[src/rtl/stereo_pdm_deserializer.sv]
// Stereo PDM microphone deserializer: divides clock_i into pdm_clk_o, captures
// the left channel on pdm_clk_o rising edges and the right channel on falling
// edges, packs WORD_LENGTH bits per word (MSB first) and queues {channel, word}
// in a small FIFO drained by a valid/ready sink.
//
// Ports:
//   clock_i      system clock, rising edge
//   reset_i      asynchronous active-high reset
//   enable_i     capture enable; low clears divider, bit counter, shifters
//   pdm_clk_o    microphone clock, SYSTEM_FREQUENCY/(2*HALF)
//   pdm_data_i   shared PDM data line
//   pdm_lrsel_o  microphone L/R select, tied low
//   data_o       FIFO head word (0 when empty)
//   channel_o    FIFO head channel, 0 = left, 1 = right (0 when empty)
//   valid_o      FIFO not empty
//   ready_i      sink accepts head word this edge
//   overrun_o    sticky: a word was dropped on a full FIFO
module stereo_pdm_deserializer #(
   parameter int WORD_LENGTH        = 16,
   parameter int SYSTEM_FREQUENCY   = 100000000,
   parameter int SAMPLING_FREQUENCY = 1000000,
   parameter int STEREO             = 1,
   parameter int FIFO_DEPTH         = 4
) (
   input  logic                   clock_i,
   input  logic                   reset_i,
   input  logic                   enable_i,
   output logic                   pdm_clk_o,
   input  logic                   pdm_data_i,
   output logic                   pdm_lrsel_o,
   output logic [WORD_LENGTH-1:0] data_o,
   output logic                   channel_o,
   output logic                   valid_o,
   input  logic                   ready_i,
   output logic                   overrun_o
);

   localparam int  HALF      = SYSTEM_FREQUENCY / (2 * SAMPLING_FREQUENCY);
   localparam int  DW        = (HALF > 1) ? $clog2(HALF) : 1;
   localparam int  BW        = (WORD_LENGTH > 1) ? $clog2(WORD_LENGTH) : 1;
   localparam int  PW        = $clog2(FIFO_DEPTH);
   localparam int  CW        = PW + 1;
   localparam bit  IS_STEREO = (STEREO != 0);

   logic [DW-1:0]          div_cnt;
   logic [BW-1:0]          bit_cnt;
   logic [WORD_LENGTH-1:0] left_sr;
   logic [WORD_LENGTH-1:0] right_sr;
   logic [WORD_LENGTH-1:0] left_next;
   logic [WORD_LENGTH-1:0] right_next;
   logic                   tick;
   logic                   rise;
   logic                   fall;
   logic                   word_end;

   logic [WORD_LENGTH:0]   mem [FIFO_DEPTH];
   logic [WORD_LENGTH:0]   head;
   logic [PW-1:0]          wr_ptr;
   logic [PW-1:0]          rd_ptr;
   logic [CW-1:0]          count;
   logic                   full;
   logic                   push;
   logic                   pop;
   logic                   accept;
   logic                   push_ch;
   logic [WORD_LENGTH-1:0] push_word;

   assign pdm_lrsel_o = 1'b0;

   // tick marks the edge that toggles pdm_clk_o; its direction selects the channel
   assign tick       = enable_i && (div_cnt == DW'(HALF - 1));
   assign rise       = tick && !pdm_clk_o;
   assign fall       = tick && pdm_clk_o;
   assign word_end   = (bit_cnt == BW'(WORD_LENGTH - 1));
   assign left_next  = {left_sr[WORD_LENGTH-2:0], pdm_data_i};
   assign right_next = {right_sr[WORD_LENGTH-2:0], pdm_data_i};

   // push carries the bit sampled on this very edge, so the word lands with no delay
   assign push      = word_end && (rise || (fall && IS_STEREO));
   assign push_ch   = fall;
   assign push_word = rise ? left_next : right_next;

   always_ff @(posedge clock_i or posedge reset_i) begin
      if (reset_i) begin
         div_cnt   <= '0;
         pdm_clk_o <= 1'b0;
         bit_cnt   <= '0;
         left_sr   <= '0;
         right_sr  <= '0;
      end else if (!enable_i) begin
         div_cnt   <= '0;
         pdm_clk_o <= 1'b0;
         bit_cnt   <= '0;
         left_sr   <= '0;
         right_sr  <= '0;
      end else begin
         if (tick) begin
            div_cnt   <= '0;
            pdm_clk_o <= ~pdm_clk_o;
         end else begin
            div_cnt <= div_cnt + 1'b1;
         end
         if (rise) begin
            left_sr <= left_next;
         end
         if (fall) begin
            if (IS_STEREO) begin
               right_sr <= right_next;
            end
            bit_cnt <= word_end ? '0 : bit_cnt + 1'b1;
         end
      end
   end

   assign valid_o = (count != '0);
   assign full    = (count == CW'(FIFO_DEPTH));
   assign pop     = valid_o && ready_i;
   // a pop on the same edge frees the slot, so a full FIFO still accepts
   assign accept  = push && (!full || pop);

   always_ff @(posedge clock_i or posedge reset_i) begin
      if (reset_i) begin
         wr_ptr    <= '0;
         rd_ptr    <= '0;
         count     <= '0;
         overrun_o <= 1'b0;
      end else begin
         if (accept) begin
            wr_ptr <= wr_ptr + 1'b1;
         end
         if (pop) begin
            rd_ptr <= rd_ptr + 1'b1;
         end
         if (accept && !pop) begin
            count <= count + 1'b1;
         end else if (pop && !accept) begin
            count <= count - 1'b1;
         end
         if (push && full && !pop) begin
            overrun_o <= 1'b1;
         end
      end
   end

   // storage needs no reset: the head is masked whenever the FIFO is empty
   always_ff @(posedge clock_i) begin
      if (accept) begin
         mem[wr_ptr] <= {push_ch, push_word};
      end
   end

   assign head      = mem[rd_ptr];
   assign data_o    = valid_o ? head[WORD_LENGTH-1:0] : '0;
   assign channel_o = valid_o && head[WORD_LENGTH];

endmodule

[config.mk]
export PLATFORM = sky130hd
export DESIGN_NAME = stereo_pdm_deserializer
export DESIGN_NICKNAME = d
export VERILOG_FILES = /design/src/rtl/stereo_pdm_deserializer.sv
export SDC_FILE = /design/constraint.sdc
export NUM_CORES = 1
export LEC_CHECK = 0
export CAP_MARGIN = 20
export CORE_UTILIZATION = 45
export CTS_CLUSTER_SIZE = 10
export DETAILED_ROUTE_END_ITERATION = 16
export PLACE_DENSITY = 0.68
export SLEW_MARGIN = 25
export SYNTH_ARGS = -nofsm -noshare
export SYNTH_HDL_FRONTEND = slang
export SYNTH_SLANG_ARGS = --single-unit
[constraint.sdc]
create_clock -name clock_i -period 2.1 [get_ports clock_i]
set_input_delay 0.315 -clock clock_i [delete_from_list [all_inputs] [get_ports clock_i]]
set_output_delay 0.315 -clock clock_i [all_outputs]
set_load 0.03 [all_outputs]
Yosys cells after proc, flatten, opt, wreduce, memory -nomap -nowiden
Memories as Yosys holds them, arrays and structs flattened. Cells that the tools add are included.

Bitwise gates (word level): 1. Add/subtract/negate cells: 6. Equal/unequal tests: 6. Muxes and demuxes: 17. Reduce and logical (&&, ||, !) cells: 19.

Operator list (count): $mux 15 (4); $mux 16 (2); $mux 4 (3); $mux 6 (2); $logic_and 1x1->1 (11); $add 6x1->6 const B (1); $eq 6x6->1 const B (1); $mux 3 (2); $ne 2x1->1 const B (3); $add 2x1->2 const B (2); $add 4x1->4 const B (1); $eq 4x4->1 const B (1); $logic_not 1->1 (4); $mux 1 (4); $add 3x1->3 const B (1); $eq 3x3->1 const B (1); $reduce_bool 3->1 (1); $sub 3x1->3 const B (1); $logic_or 1x1->1 (2); $reduce_bool 2->1 (1); $not 1->1 (1).

Register bits: 49. Bits of input ports: 5. Word-level logic and storage cells: 59. Memory bits (writable): 68. Memories kept: 1. Output and inout bits: 21.

Memory list: mem (words 4, width 17, read ports 1, clocked after memory_dff 0, write ports 1, line 56) `logic [WORD_LENGTH:0] mem [FIFO_DEPTH];`.

Longest topological paths before layout
Depth in word-level cells: 10. Mapped depth: 10. Mapped depth without buffers: 10.

Least setup slack after synthesis
Ideal clock, no wire load.

Kind: reg-to-reg. From: register div_cnt[1]. To: register count[2]. Cell stages (with the launch flop): 11. Required time: 2.021 ns. Clock period less this slack: 2.278 ns. Data arrival time: 2.199 ns. Setup time: 0.079 ns. Path slack: -0.178 ns. Path buffers: 0. Path through: dfrtp_1 inv_1 ha_1 nand2_1 nor4_4 ha_1 inv_1 fa_1 xor2_1 nor2_1 xor2_1.

Longest elaborated chain between the ends: 9. Elaborated cells on any way between the ends: 12. Those cells by class: 1 x eq/ne; 1 x mux; 10 x reduce/logical.

RTL lines: from (decl) (line 45) `logic [DW-1:0] div_cnt;`; from (signal assigned) (line 101) `div_cnt <= div_cnt + 1'b1;`; $eq 6x6->1 (*) (line 71) `assign tick = enable_i && (div_cnt == DW'(HALF - 1));`; $logic_and 1x1->1 (*) (line 71); $logic_and 1x1->1 (on tied branches) (line 72, 73); $logic_or 1x1->1 (*) (line 79) `assign push = word_end && (rise || (fall && IS_STEREO));`; $logic_and 1x1->1 (*) (line 79); $logic_and 1x1->1 (*) (line 119) `assign accept = push && (!full || pop);`; via accept (line 64) `logic accept;`; $logic_not 1->1 (line 136) `end else if (pop && !accept) begin`; $logic_and 1x1->1 (line 136); $reduce_bool 2->1 (no line); to (signal assigned) (line 135) `count <= count + 1'b1;`; to (signal assigned) (line 137) `count <= count - 1'b1;`; to (decl) (line 60) `logic [CW-1:0] count;`.

The timed path passes the listed nets; every way through them passes the cells marked *. A chain may end at the register's enable or synchronous reset.

Worst setup path in the final report
From: register rd_ptr[0]. To: output port data_o[3].

Longest elaborated chain between the ends: 2.

RTL lines: from (decl) (line 59) `logic [PW-1:0] rd_ptr;`; from (signal assigned) (line 132) `rd_ptr <= rd_ptr + 1'b1;`; $mem_v2 4x17; $mux 16 (line 153) `assign data_o = valid_o ? head[WORD_LENGTH-1:0] : '0;`; to (decl) (line 31) `output logic [WORD_LENGTH-1:0] data_o,`.

Every way passes these cells.

==> qor.yml <==
worst_setup_path:
  cp_top_family: "multiplexers"
  critical_path.max_fanout: 3
  arrival_ns: 1.90
  cp_common_cell: "buf_6"
  critPathBufInv: 3
  slowest_stage: "mux4_2"
  slowest_delay_ns: 0.48
  cp-start-kind: "flop"
  cp-end-kind: "output port"
  worstSetupPathType: "flop to output port"
  crit_required_ns: 1.78
  path_cells: "buf_4 > buf_6 > mux4_2 > and2_4 > buf_6"
placed_design:
  dp_cells: 502
  post-dp-hpwl_microns: 5530
  port_buffers: 24
  dpl_cell_area_sq_um: 5710
  place_ws_ns: -0.368
  gp_congestion: 0.728
die:
  start_util_pct: 46.0
  die_w_microns: 107
  core_area_sq_um: 10800
  design.portCount: 26
  rows: 38
  dieArea_sq_um: 11500
  fp.dieH_microns: 107
synthesis:
  synth_warnings: 0
  avgSynthCellArea_sq_um: 15.6
  ys_ff_latch: 117
  ys_seq_area_share_pct: 65.5
  synth_cells: 319
  syn_nets: 333
  synth-edff-count: 68
  syn-cell-area_sq_um: 4990
  ys_types: 41
  synth_ff_type: "edfxtp_1"
  ys_async_sr_fraction_pct: 41.9
grt:
  top_usage_layer: "met2"
  met2_usage_pct: 30.0
  grt_use_total_pct: 18.1
  grt_max_degree: 50
  grt_use_met1_pct: 22.3
  gr-total-overflow: 0
  grt_pass1_vias: 2878
  antenna_found_initial: 0
  grt_pass1_wl_microns: 14900
  gr-usage-met3_pct: 5.33
sta:
  min_period_ns: 2.22
  skew_ns: 0.0125
  finalWorstSetupSlack_ns: -0.116
  max_freq_mhz: 451
  period_share_pct: 106
  rsz0062_at_grt: "yes"
  finalSetupTns_ns: -1.66
  hold_viol: 0
  finalMaxSlewViolations: 0
  setup_violations: 17
clock_tree:
  clk_path_buf_depth: 2
  tritoncts: "done"
  numCtsBuffers: 17
  cts_root_buf: "clkbuf_8"
  h-tree-depth: 4
  cts_num_sinks: 117
  clk_pin_slew_worst_paths_ns: 0.05
  clk_latency_ns: 0.51
finish:
  finalNonFillerCells: 544
  n_antenna_cell: 0
  fin_area_sq_um: 6480
  nNetsFinal: 405
  drive_gt1_share_pct: 34.9
  area_growth_pct: 29.8
  final.fill_count: 818
route:
  viasPerCell: 5.12
  drtAntennaViolNets: 0
  wl_per_cell_microns: 17.1
  first_pass_iters: 4
  drcViolationCount: 0
  dr_total_vias: 2785
  initialDrtViolationCount: 205
  wl_microns: 9290
pwr:
  powerDensity_nw_per_um2: 815
  leakagePower_nw: 2.64
  ir_worst_vdd_mv: 0.626
outcome:
  status: "complete, but fails checks"
  violations: "setup timing"
run:
  maxCapViolCount: 0
hold_path:
  hold_class: "primary input to async pin"
-- state kept, by name, summed over array words and instances (netlist names), 2 cells and up --
name      count
bit_cnt       4
count         3
left_sr      15
wr_ptr        2
right_sr     15
mem          68
rd_ptr        2
div_cnt       6
-- synth_stat cells, types with 2 or more instances --
cell	count	share of area [%]
and2_1	21	2.6
buf_6	2	0.45
ha_1	8	2.0
a22o_1	14	2.5
edfxtp_1	68	41
nand2_1	23	1.7
buf_4	2	0.30
or3_1	3	0.38
nand3_1	4	0.40
nor2_1	6	0.45
inv_1	23	1.7
dfrtp_1	49	25
inv_2	2	0.15
clkbuf_1	7	0.53
mux4_2	17	7.7
mux2i_1	19	3.8
buf_2	4	0.40
xnor2_1	6	1.1
mux2_1	16	3.6
nor2b_1	2	0.25
xor2_1	3	0.53
-- area by class of cell --
class                      count  area, sq um  share of cell area, %
clock buffer                  18          418                   6.45
clock inverter                14          160                   2.47
inverter                      25         93.8                   1.45
multi-input combinational    162         1620                   25.0
sequential                   117         3270                   50.5
tap                          140          175                   2.70
timing repair buffer          68          739                   11.4
-- worst paths after layout --
kind                                       start                      to  slack, ns  depth (start not counted)
max reg2reg                 count[2]$_DFFE_PP0P_    count[2]$_DFFE_PP0P_       0.02                          9
max                        rd_ptr[0]$_DFFE_PP0N_               data_o[3]      -0.12                          5
min in group clock_i                  pdm_data_i     mem[3][0]$_DFFE_PP_       0.47                          1
max in group asynchronous                reset_i   rd_ptr[0]$_DFFE_PP0N_       1.68                          3
min                                      reset_i  left_sr[9]$_DFFE_PP0P_       0.16                          3
min reg2reg                overrun_o$_DFFE_PP0P_   overrun_o$_DFFE_PP0P_       0.50                          1
-- cell families (layout without fill, tap and decap cells) --
group | Yosys count | count (layout) | synth area share [%]
xor+xnor | 9 | 9 | 1.58
buf+inv | 40 | 125 | 3.56
mux | 53 | 53 | 15.3
flops | 117 | 117 | 65.5
simple gates | 67 | 67 | 7.75
other cells | 1 | 1 | 0.0752
compound gates | 23 | 23 | 3.79
fa+ha+maj | 9 | 9 | 2.41
-- where the power goes --
part	switching [mW]	internal [mW]
registers	0.00231	2.42
clock network	0.978	1.79
logic	0.0515	0.0330
total	1.03	4.25
-- stage by stage --
stage / power [mW] / utilization (%) / hold WS [ns]
floorplan: 2.51 / - / 0.414
global placement: 2.55 / 52.7 / 0.482
detailed placement: 2.55 / 52.7 / 0.501
CTS: 5.33 / 59.2 / 0.157
global route: 5.45 / 59.8 / 0.168
finish: 5.28 / 59.8 / 0.162
-- per-layer routing --
metal | vias up | part of all wire (%)
met5 | - | 0
met4 | 0 | 0.78
met3 | 5 | 2.9
met2 | 47 | 53
met1 | 1428 | 44
li1 | 1305 | -
-- worst register-to-register path: cells and delay by family (launching register included) --
family        cells  cell delay (ns)
xor+xnor          2             0.32
simple gates      3             0.53
flops             1             0.39
buf+inv           2             0.19
fa+ha+maj         2             0.57
-- repair_timing --
action,4_1_cts,5_1_grt
cloned,1,0
hold endpoints to repair,0,0
setup buffers,4,6
gates resized for setup,145,9
hold buffers,0,0
pin swaps,4,13
setup endpoints to repair,19,20
-- placed cells by master (no fill, tap or decap), types with 2 or more instances in the layout --
cell type        synthesis  layout
and2_4                   0      17
clkinvlp_4               0       5
clkinv_2                 0       4
buf_6                    2      21
mux4_2                  17      17
nand3_1                  4       4
nand2_1                 23      22
or3_1                    3       2
xnor2_1                  6       6
mux2_1                  16      16
inv_2                    2       4
clkdlybuf4s50_1          0       6
mux2i_1                 19      19
ha_1                     8       6
dfrtp_1                 49      48
clkbuf_16                0      16
buf_12                   0      11
ha_2                     0       2
a22o_1                  14      14
nor2b_1                  2       2
bufinv_16                0       3
buf_4                    2      29
edfxtp_1                68      68
nor2_1                   6       6
inv_1                   23      21
and2_1                  21       4
xor2_1                   3       3
Note: power is estimated with default switching activity, not from simulation.
